===== src/rtl/uart_pkg.sv =====
// UART shared types: parity selection and transmitter frame states.
// Latency: n/a (types only).
// Backpressure: n/a.
package uart_pkg;

    // Raw encoding 3 is not a member; receivers of the raw bits treat it as NONE.
    typedef enum logic [1:0] {
        PAR_NONE = 2'd0,
        PAR_EVEN = 2'd1,
        PAR_ODD  = 2'd2
    } parity_t;

    typedef enum logic [2:0] {
        IDLE,
        START,
        DATA,
        PARITY,
        STOP
    } tx_state_t;

endpackage


===== src/rtl/sync_fifo.sv =====
// Synchronous FIFO, registered storage, read-first (head word visible combinationally).
// Latency: a pushed word is at the head one cycle after the push edge.
// Backpressure: push ignored while full, pop ignored while empty.
module sync_fifo #(
    parameter int WIDTH = 8,
    parameter int DEPTH = 16
) (
    input  logic                   clock,
    input  logic                   reset,
    input  logic                   push_i,
    input  logic [WIDTH-1:0]       push_dat_i,
    input  logic                   pop_i,
    output logic [WIDTH-1:0]       pop_dat_o,
    output logic                   full_o,
    output logic                   empty_o,
    output logic [$clog2(DEPTH):0] level_o
);

    localparam int AW = $clog2(DEPTH);

    logic [WIDTH-1:0] mem_q [DEPTH];
    logic [AW-1:0]    wr_ptr_q;
    logic [AW-1:0]    rd_ptr_q;
    logic [AW:0]      cnt_q;
    logic             do_push;
    logic             do_pop;

    // Fullness is judged before any same-cycle pop, so a full FIFO never accepts.
    assign full_o    = (cnt_q == (AW+1)'(DEPTH));
    assign empty_o   = (cnt_q == '0);
    assign do_push   = push_i & ~full_o;
    assign do_pop    = pop_i & ~empty_o;
    assign pop_dat_o = mem_q[rd_ptr_q];
    assign level_o   = cnt_q;

    // Storage write; contents need no reset since occupancy gates every read.
    always_ff @(posedge clock) begin
        if (do_push) begin
            mem_q[wr_ptr_q] <= push_dat_i;
        end
    end

    // Pointers and occupancy; pointers wrap naturally because DEPTH is a power of 2.
    always_ff @(posedge clock) begin
        if (reset) begin
            wr_ptr_q <= '0;
            rd_ptr_q <= '0;
            cnt_q    <= '0;
        end else begin
            if (do_push) wr_ptr_q <= wr_ptr_q + 1'b1;
            if (do_pop)  rd_ptr_q <= rd_ptr_q + 1'b1;
            case ({do_push, do_pop})
                2'b10:   cnt_q <= cnt_q + 1'b1;
                2'b01:   cnt_q <= cnt_q - 1'b1;
                default: cnt_q <= cnt_q;
            endcase
        end
    end

endmodule


===== src/rtl/uart_tx_fifo.sv =====
// Buffered UART transmitter: FIFO-fed, LSB-first, runtime divisor/parity/stop bits.
// Latency: word pushed into an empty FIFO while idle drives the start bit from the next edge.
// Backpressure: ready drops when the FIFO is full; frames run back-to-back while words remain.
module uart_tx_fifo
    import uart_pkg::*;
#(
    parameter int DATA_W = 8,
    parameter int DEPTH  = 16,
    parameter int DIV_W  = 16
) (
    input  logic                   clock,
    input  logic                   reset,
    input  logic [DATA_W-1:0]      data,
    input  logic                   valid,
    output logic                   ready,
    input  logic [DIV_W-1:0]       baud_div,
    input  logic [1:0]             parity,
    input  logic                   stop2,
    output logic                   tx,
    output logic                   busy,
    output logic [$clog2(DEPTH):0] level
);

    localparam int IDX_W = $clog2(DATA_W + 1);
    localparam logic [IDX_W-1:0] LAST_BIT = IDX_W'(DATA_W - 1);

    tx_state_t         state_q, state_d;
    logic [DIV_W-1:0]  cnt_q, cnt_d;
    logic [IDX_W-1:0]  idx_q, idx_d;
    logic [DATA_W-1:0] shift_q, shift_d;
    logic [DIV_W-1:0]  div_q, div_d;
    parity_t           par_q, par_d;
    logic              par_bit_q, par_bit_d;
    logic              stop2_q, stop2_d;
    logic              tx_q, tx_d;

    logic              pop;
    logic              load;
    logic              full;
    logic              empty;
    logic [DATA_W-1:0] head;
    logic              bit_end;

    sync_fifo #(.WIDTH(DATA_W), .DEPTH(DEPTH)) u_fifo (
        .clock      (clock),
        .reset      (reset),
        .push_i     (valid),
        .push_dat_i (data),
        .pop_i      (pop),
        .pop_dat_o  (head),
        .full_o     (full),
        .empty_o    (empty),
        .level_o    (level)
    );

    assign ready   = ~full;
    assign tx      = tx_q;
    assign busy    = (state_q != IDLE) | (level != '0);
    // div_q already holds the clamped period (>= 2), so P-1 never underflows.
    assign bit_end = (cnt_q == (div_q - DIV_W'(1)));

    // Next-state: frame sequencing, shift/count updates and the registered line level.
    always_comb begin
        state_d   = state_q;
        cnt_d     = (state_q == IDLE || bit_end) ? '0 : cnt_q + DIV_W'(1);
        idx_d     = idx_q;
        shift_d   = shift_q;
        div_d     = div_q;
        par_d     = par_q;
        par_bit_d = par_bit_q;
        stop2_d   = stop2_q;
        tx_d      = tx_q;
        load      = 1'b0;

        case (state_q)
            IDLE: begin
                tx_d = 1'b1;
                load = ~empty;
            end
            START: begin
                if (bit_end) begin
                    state_d = DATA;
                    tx_d    = shift_q[0];
                    shift_d = shift_q >> 1;
                    idx_d   = '0;
                end
            end
            DATA: begin
                if (bit_end) begin
                    if (idx_q == LAST_BIT) begin
                        idx_d = '0;
                        if (par_q != PAR_NONE) begin
                            state_d = PARITY;
                            tx_d    = par_bit_q;
                        end else begin
                            state_d = STOP;
                            tx_d    = 1'b1;
                        end
                    end else begin
                        idx_d   = idx_q + IDX_W'(1);
                        tx_d    = shift_q[0];
                        shift_d = shift_q >> 1;
                    end
                end
            end
            PARITY: begin
                if (bit_end) begin
                    state_d = STOP;
                    tx_d    = 1'b1;
                    idx_d   = '0;
                end
            end
            STOP: begin
                if (bit_end) begin
                    if (stop2_q && idx_q == '0) begin
                        idx_d = IDX_W'(1);
                    end else if (!empty) begin
                        load = 1'b1;
                    end else begin
                        state_d = IDLE;
                        tx_d    = 1'b1;
                    end
                end
            end
            default: begin
                state_d = IDLE;
                tx_d    = 1'b1;
            end
        endcase

        // Frame start: pop head and freeze this frame's configuration.
        if (load) begin
            state_d   = START;
            tx_d      = 1'b0;
            cnt_d     = '0;
            shift_d   = head;
            div_d     = (baud_div < DIV_W'(2)) ? DIV_W'(2) : baud_div;
            stop2_d   = stop2;
            case (parity)
                2'd1:    par_d = PAR_EVEN;
                2'd2:    par_d = PAR_ODD;
                default: par_d = PAR_NONE;
            endcase
            par_bit_d = (parity == 2'd2) ? ~^head : ^head;
        end
        pop = load;
    end

    // Frame state registers; reset returns the line to idle-high at once.
    always_ff @(posedge clock) begin
        if (reset) begin
            state_q   <= IDLE;
            cnt_q     <= '0;
            idx_q     <= '0;
            shift_q   <= '0;
            div_q     <= DIV_W'(2);
            par_q     <= PAR_NONE;
            par_bit_q <= 1'b0;
            stop2_q   <= 1'b0;
            tx_q      <= 1'b1;
        end else begin
            state_q   <= state_d;
            cnt_q     <= cnt_d;
            idx_q     <= idx_d;
            shift_q   <= shift_d;
            div_q     <= div_d;
            par_q     <= par_d;
            par_bit_q <= par_bit_d;
            stop2_q   <= stop2_d;
            tx_q      <= tx_d;
        end
    end

endmodule


===== config.mk =====
export PLATFORM = sky130hd
export DESIGN_NAME = uart_tx_fifo
export DESIGN_NICKNAME = d
export VERILOG_FILES = /design/src/rtl/uart_pkg.sv /design/src/rtl/sync_fifo.sv /design/src/rtl/uart_tx_fifo.sv
export SDC_FILE = /design/constraint.sdc
export NUM_CORES = 1
export LEC_CHECK = 0
export BUFFER_PORTS_ARGS = -buffer_cell sky130_fd_sc_hd__buf_2
export CORE_MARGIN = 3
export CORE_UTILIZATION = 43
export DETAILED_ROUTE_END_ITERATION = 16
export GPL_TIMING_DRIVEN = 1
export SLEW_MARGIN = 20
export SYNTH_ARGS = -nofsm -noshare
export SYNTH_HDL_FRONTEND = slang
export SYNTH_HIERARCHICAL = 1
export SYNTH_SLANG_ARGS = --single-unit
export TNS_END_PERCENT = 5

===== constraint.sdc =====
create_clock -name clock -period 4.3 [get_ports clock]
set_input_delay 0 -clock clock [delete_from_list [all_inputs] [get_ports clock]]
set_output_delay 0 -clock clock [all_outputs]
set_load 0.005 [all_outputs]

==> flow_metrics.tcl <==
set metrics [dict create \
    grt_pass1_wl_mm 31.4 \
    period_share 0.944 \
    setup_ws_ns 0.241 \
    setup.worst_path.end_class "flop" \
    cts_htree_levels 4 \
    hp-class "primary input to flop" \
    startpoint_type "flop" \
    n_fill_cell 1688 \
    yosysTopAreaCellShare 0.432 \
    grt_max_degree 43 \
    multi_input_area_um2 3440 \
    use_met2 0.302 \
    max-slew-margin-rel 0.371 \
    crit_type "flop to flop" \
    num_antenna_cells 0 \
    cp_data_required_time_ns 4.62 \
    leakage_nw 3.58 \
    layout-drive-gt1-share 0.185 \
    fp.dieArea_um2 22500 \
    whs_path_depth 3 \
    fin_nets 793 \
    synthDistinctLibCells 79 \
    cts-root-buf "clkbuf_16" \
    grt_use_met3 0.0366 \
    pre_cts_slack_ns 0.0824 \
    clockBufferDepth 2 \
    clk_latency_ns 0.45 \
    path_clk_slew_ns 0.08 \
    synth_cells 692 \
    routed_wl_mm 19.7 \
    yosys-top-cells-area "edfxtp_1, dfxtp_1, mux4_2, nor2_1, xnor2_1" \
    ys_ff_latch 197 \
    synthesis.nets 734 \
    reg2reg_to "u_fifo/level_o[4]" \
    drc_errors 0 \
    crit_arrival_ns 4.38 \
    cp_max_fo 6 \
    io_buffers 37 \
    stdcell_count 1029 \
    placed_cell_area_um2 9340 \
    cts.sinks 197 \
    yosys_most_used_dff "edfxtp_1" \
    syn_to_final_growth_pct 15.5 \
    rrSetupSlack_ns 0.24 \
    worst_pin_slew_ns 0.940 \
    via_per_inst 5.72 \
    maxCapViolations 0 \
    fin_skew_ns 0.0170 \
    drt_pass1_iterations 5 \
    power.density_nw_per_um2 598 \
    max-vdd-ir-drop_mv 0.309 \
    grt_pass1_vias 5841 \
    tritoncts "done" \
    die_w_um 150 \
    fin_setup_tns_ns 0 \
    numCtsBuffers 17 \
    wire_per_inst_um 19.2 \
    min_from "reset" \
    fin_total_pwr_mw 6.14 \
    hpwl_mm 12.9 \
    setup_violations 0 \
    mostFrequentLayoutCell "edfxtp_1" \
    grt_overflow 0 \
    r2r_start "div_q[0]" \
    top_usage_layer "met2" \
    syn_avg_cell_area_um2 12.9 \
    antenna_left 0 \
    synth_edf_count 128 \
    track_usage 0.182 \
    synth.cell_area_um2 8900 \
    io_pins 38 \
    antenna_found_initial 0 \
    final_cell_mix "edfxtp_1, nor2_1, dfxtp_1" \
    final-hold-violation-count 0 \
    initialDrtViolationCount 398 \
    use_met1 0.245 \
    slew_violations 0 \
    min_to "u_fifo/rd_ptr_q[3]" \
    timing.fmax_mhz 246 \
    design_area_um2 10300 \
    post-route-util 0.516 \
    yosys.area.top_type "edfxtp_1" \
    num_vias 5884 \
    die_height_um 150 \
    ff_latch_area_um2 5230 \
    ys_seq_area_frac 0.587 \
    place.gp.congestion 0.844 \
    core_region_area_um2 19900 \
    yosys_warnings 6 \
    min_period_ns 4.06 \
    rows 51 \
    async_reset_ff_frac 0 \
    status "completed" \
    whs_ns 0.0381 \
    r2r.worst_path.cells 18 \
    start_util 0.447 \
    post-place-cells 968 \
]
layout make-up:
cell class | count | share of cell area
clock buffer | 17 | 0.0414
clock inverter | 15 | 0.0205
inverter | 20 | 0.00731
multi-input combinational | 437 | 0.335
sequential | 197 | 0.509
tap | 265 | 0.0323
timing repair buffer | 78 | 0.0550
flip-flops by register name (all words and copies together), names as in the netlist, 2 cells and up, named ones only:
signal / cells
cnt_q: 16
div_q: 16
idx_q: 4
par_q: 2
shift_q: 8
state_q: 3
u_fifo/level_o: 5
u_fifo/mem_q: 128
u_fifo/rd_ptr_q: 4
u_fifo/wr_ptr_q: 4
how the worst max path moves through the flow:
stage	from	end	slack, ns	cells past startpoint
after floorplan	div_q[0]	u_fifo/level_o[4]	0.02	19
final	div_q[0]	u_fifo/level_o[4]	0.24	18
after CTS	div_q[0]	u_fifo/level_o[4]	0.04	18
after global placement	div_q[0]	u_fifo/level_o[4]	0.33	18
after global routing	div_q[1]	u_fifo/level_o[4]	-0.002	18
after detailed placement	div_q[0]	u_fifo/level_o[4]	0.08	18
cells by family after synthesis:
| group | share of synthesized area |
|---|---|
| buffers and inverters | 0.0283 |
| muxes | 0.0868 |
| DFF | 0.587 |
| and+or+nand+nor | 0.128 |
| AOI/OAI and AO/OA | 0.106 |
| adders and majority gates | 0.0169 |
| xor gates and xnor gates | 0.0470 |
routing by layer:
layer	part of all wire	vias up
met5	0	-
li1	-	2738
met4	0.014	0
met2	0.49	192
met3	0.057	24
met1	0.44	2930
synth_stat cells (3+ instances only):
master    number
nor2_1        71
buf_2          6
edfxtp_1     128
and2_1         4
or2_2          3
o21ai_0        8
a21o_1        10
a221o_1        3
nand2_1       45
xnor2_1       26
or3_1          7
clkbuf_1      25
buf_1          3
a211oi_1       9
o21a_1         3
nand3b_1       7
or4_1          4
mux4_2        32
ha_1          12
inv_1         18
nand2b_1       6
a21oi_1       23
nand4_1        9
nor2b_1        5
mux2i_1        4
buf_6          3
dfxtp_1       69
a22o_1        13
and3_1         6
nor3_1        17
xor2_1        19
nor4_1         6
o311ai_0       3
a22oi_1       17
nand3_1       15
report_power, final:
group          internal, mW  switching, mW  total (mW)
sequential             2.20          0.198        2.40
clock                 0.811          0.842        1.65
combinational         0.936           1.16        2.10
total                  3.95           2.20        6.14
what timing repair did:
item,in CTS,in global routing
endpoints found under the setup margin,0,1
setup buffers,0,0
resized for setup,0,4
hold endpoints to repair,148,0
hold buffers,29,0
critical path: stages (launching register included):
cell and delay, ns:
dfxtp_1 0.37, inv_1 0.08, ha_2 0.23, or4b_4 0.52, nor3_4 0.26, a211oi_1 0.11, a211o_1 0.32, a2111oi_4 0.41
a21oi_2 0.13, inv_2 0.12, o21ai_4 0.08, inv_1 0.08, ha_2 0.23, xor2_1 0.17, ha_1 0.25, nand2_1 0.07
o21ai_1 0.23, nor3_1 0.10, nand4bb_1 0.18
No activity file was read; power rests on OpenSTA's default activity.
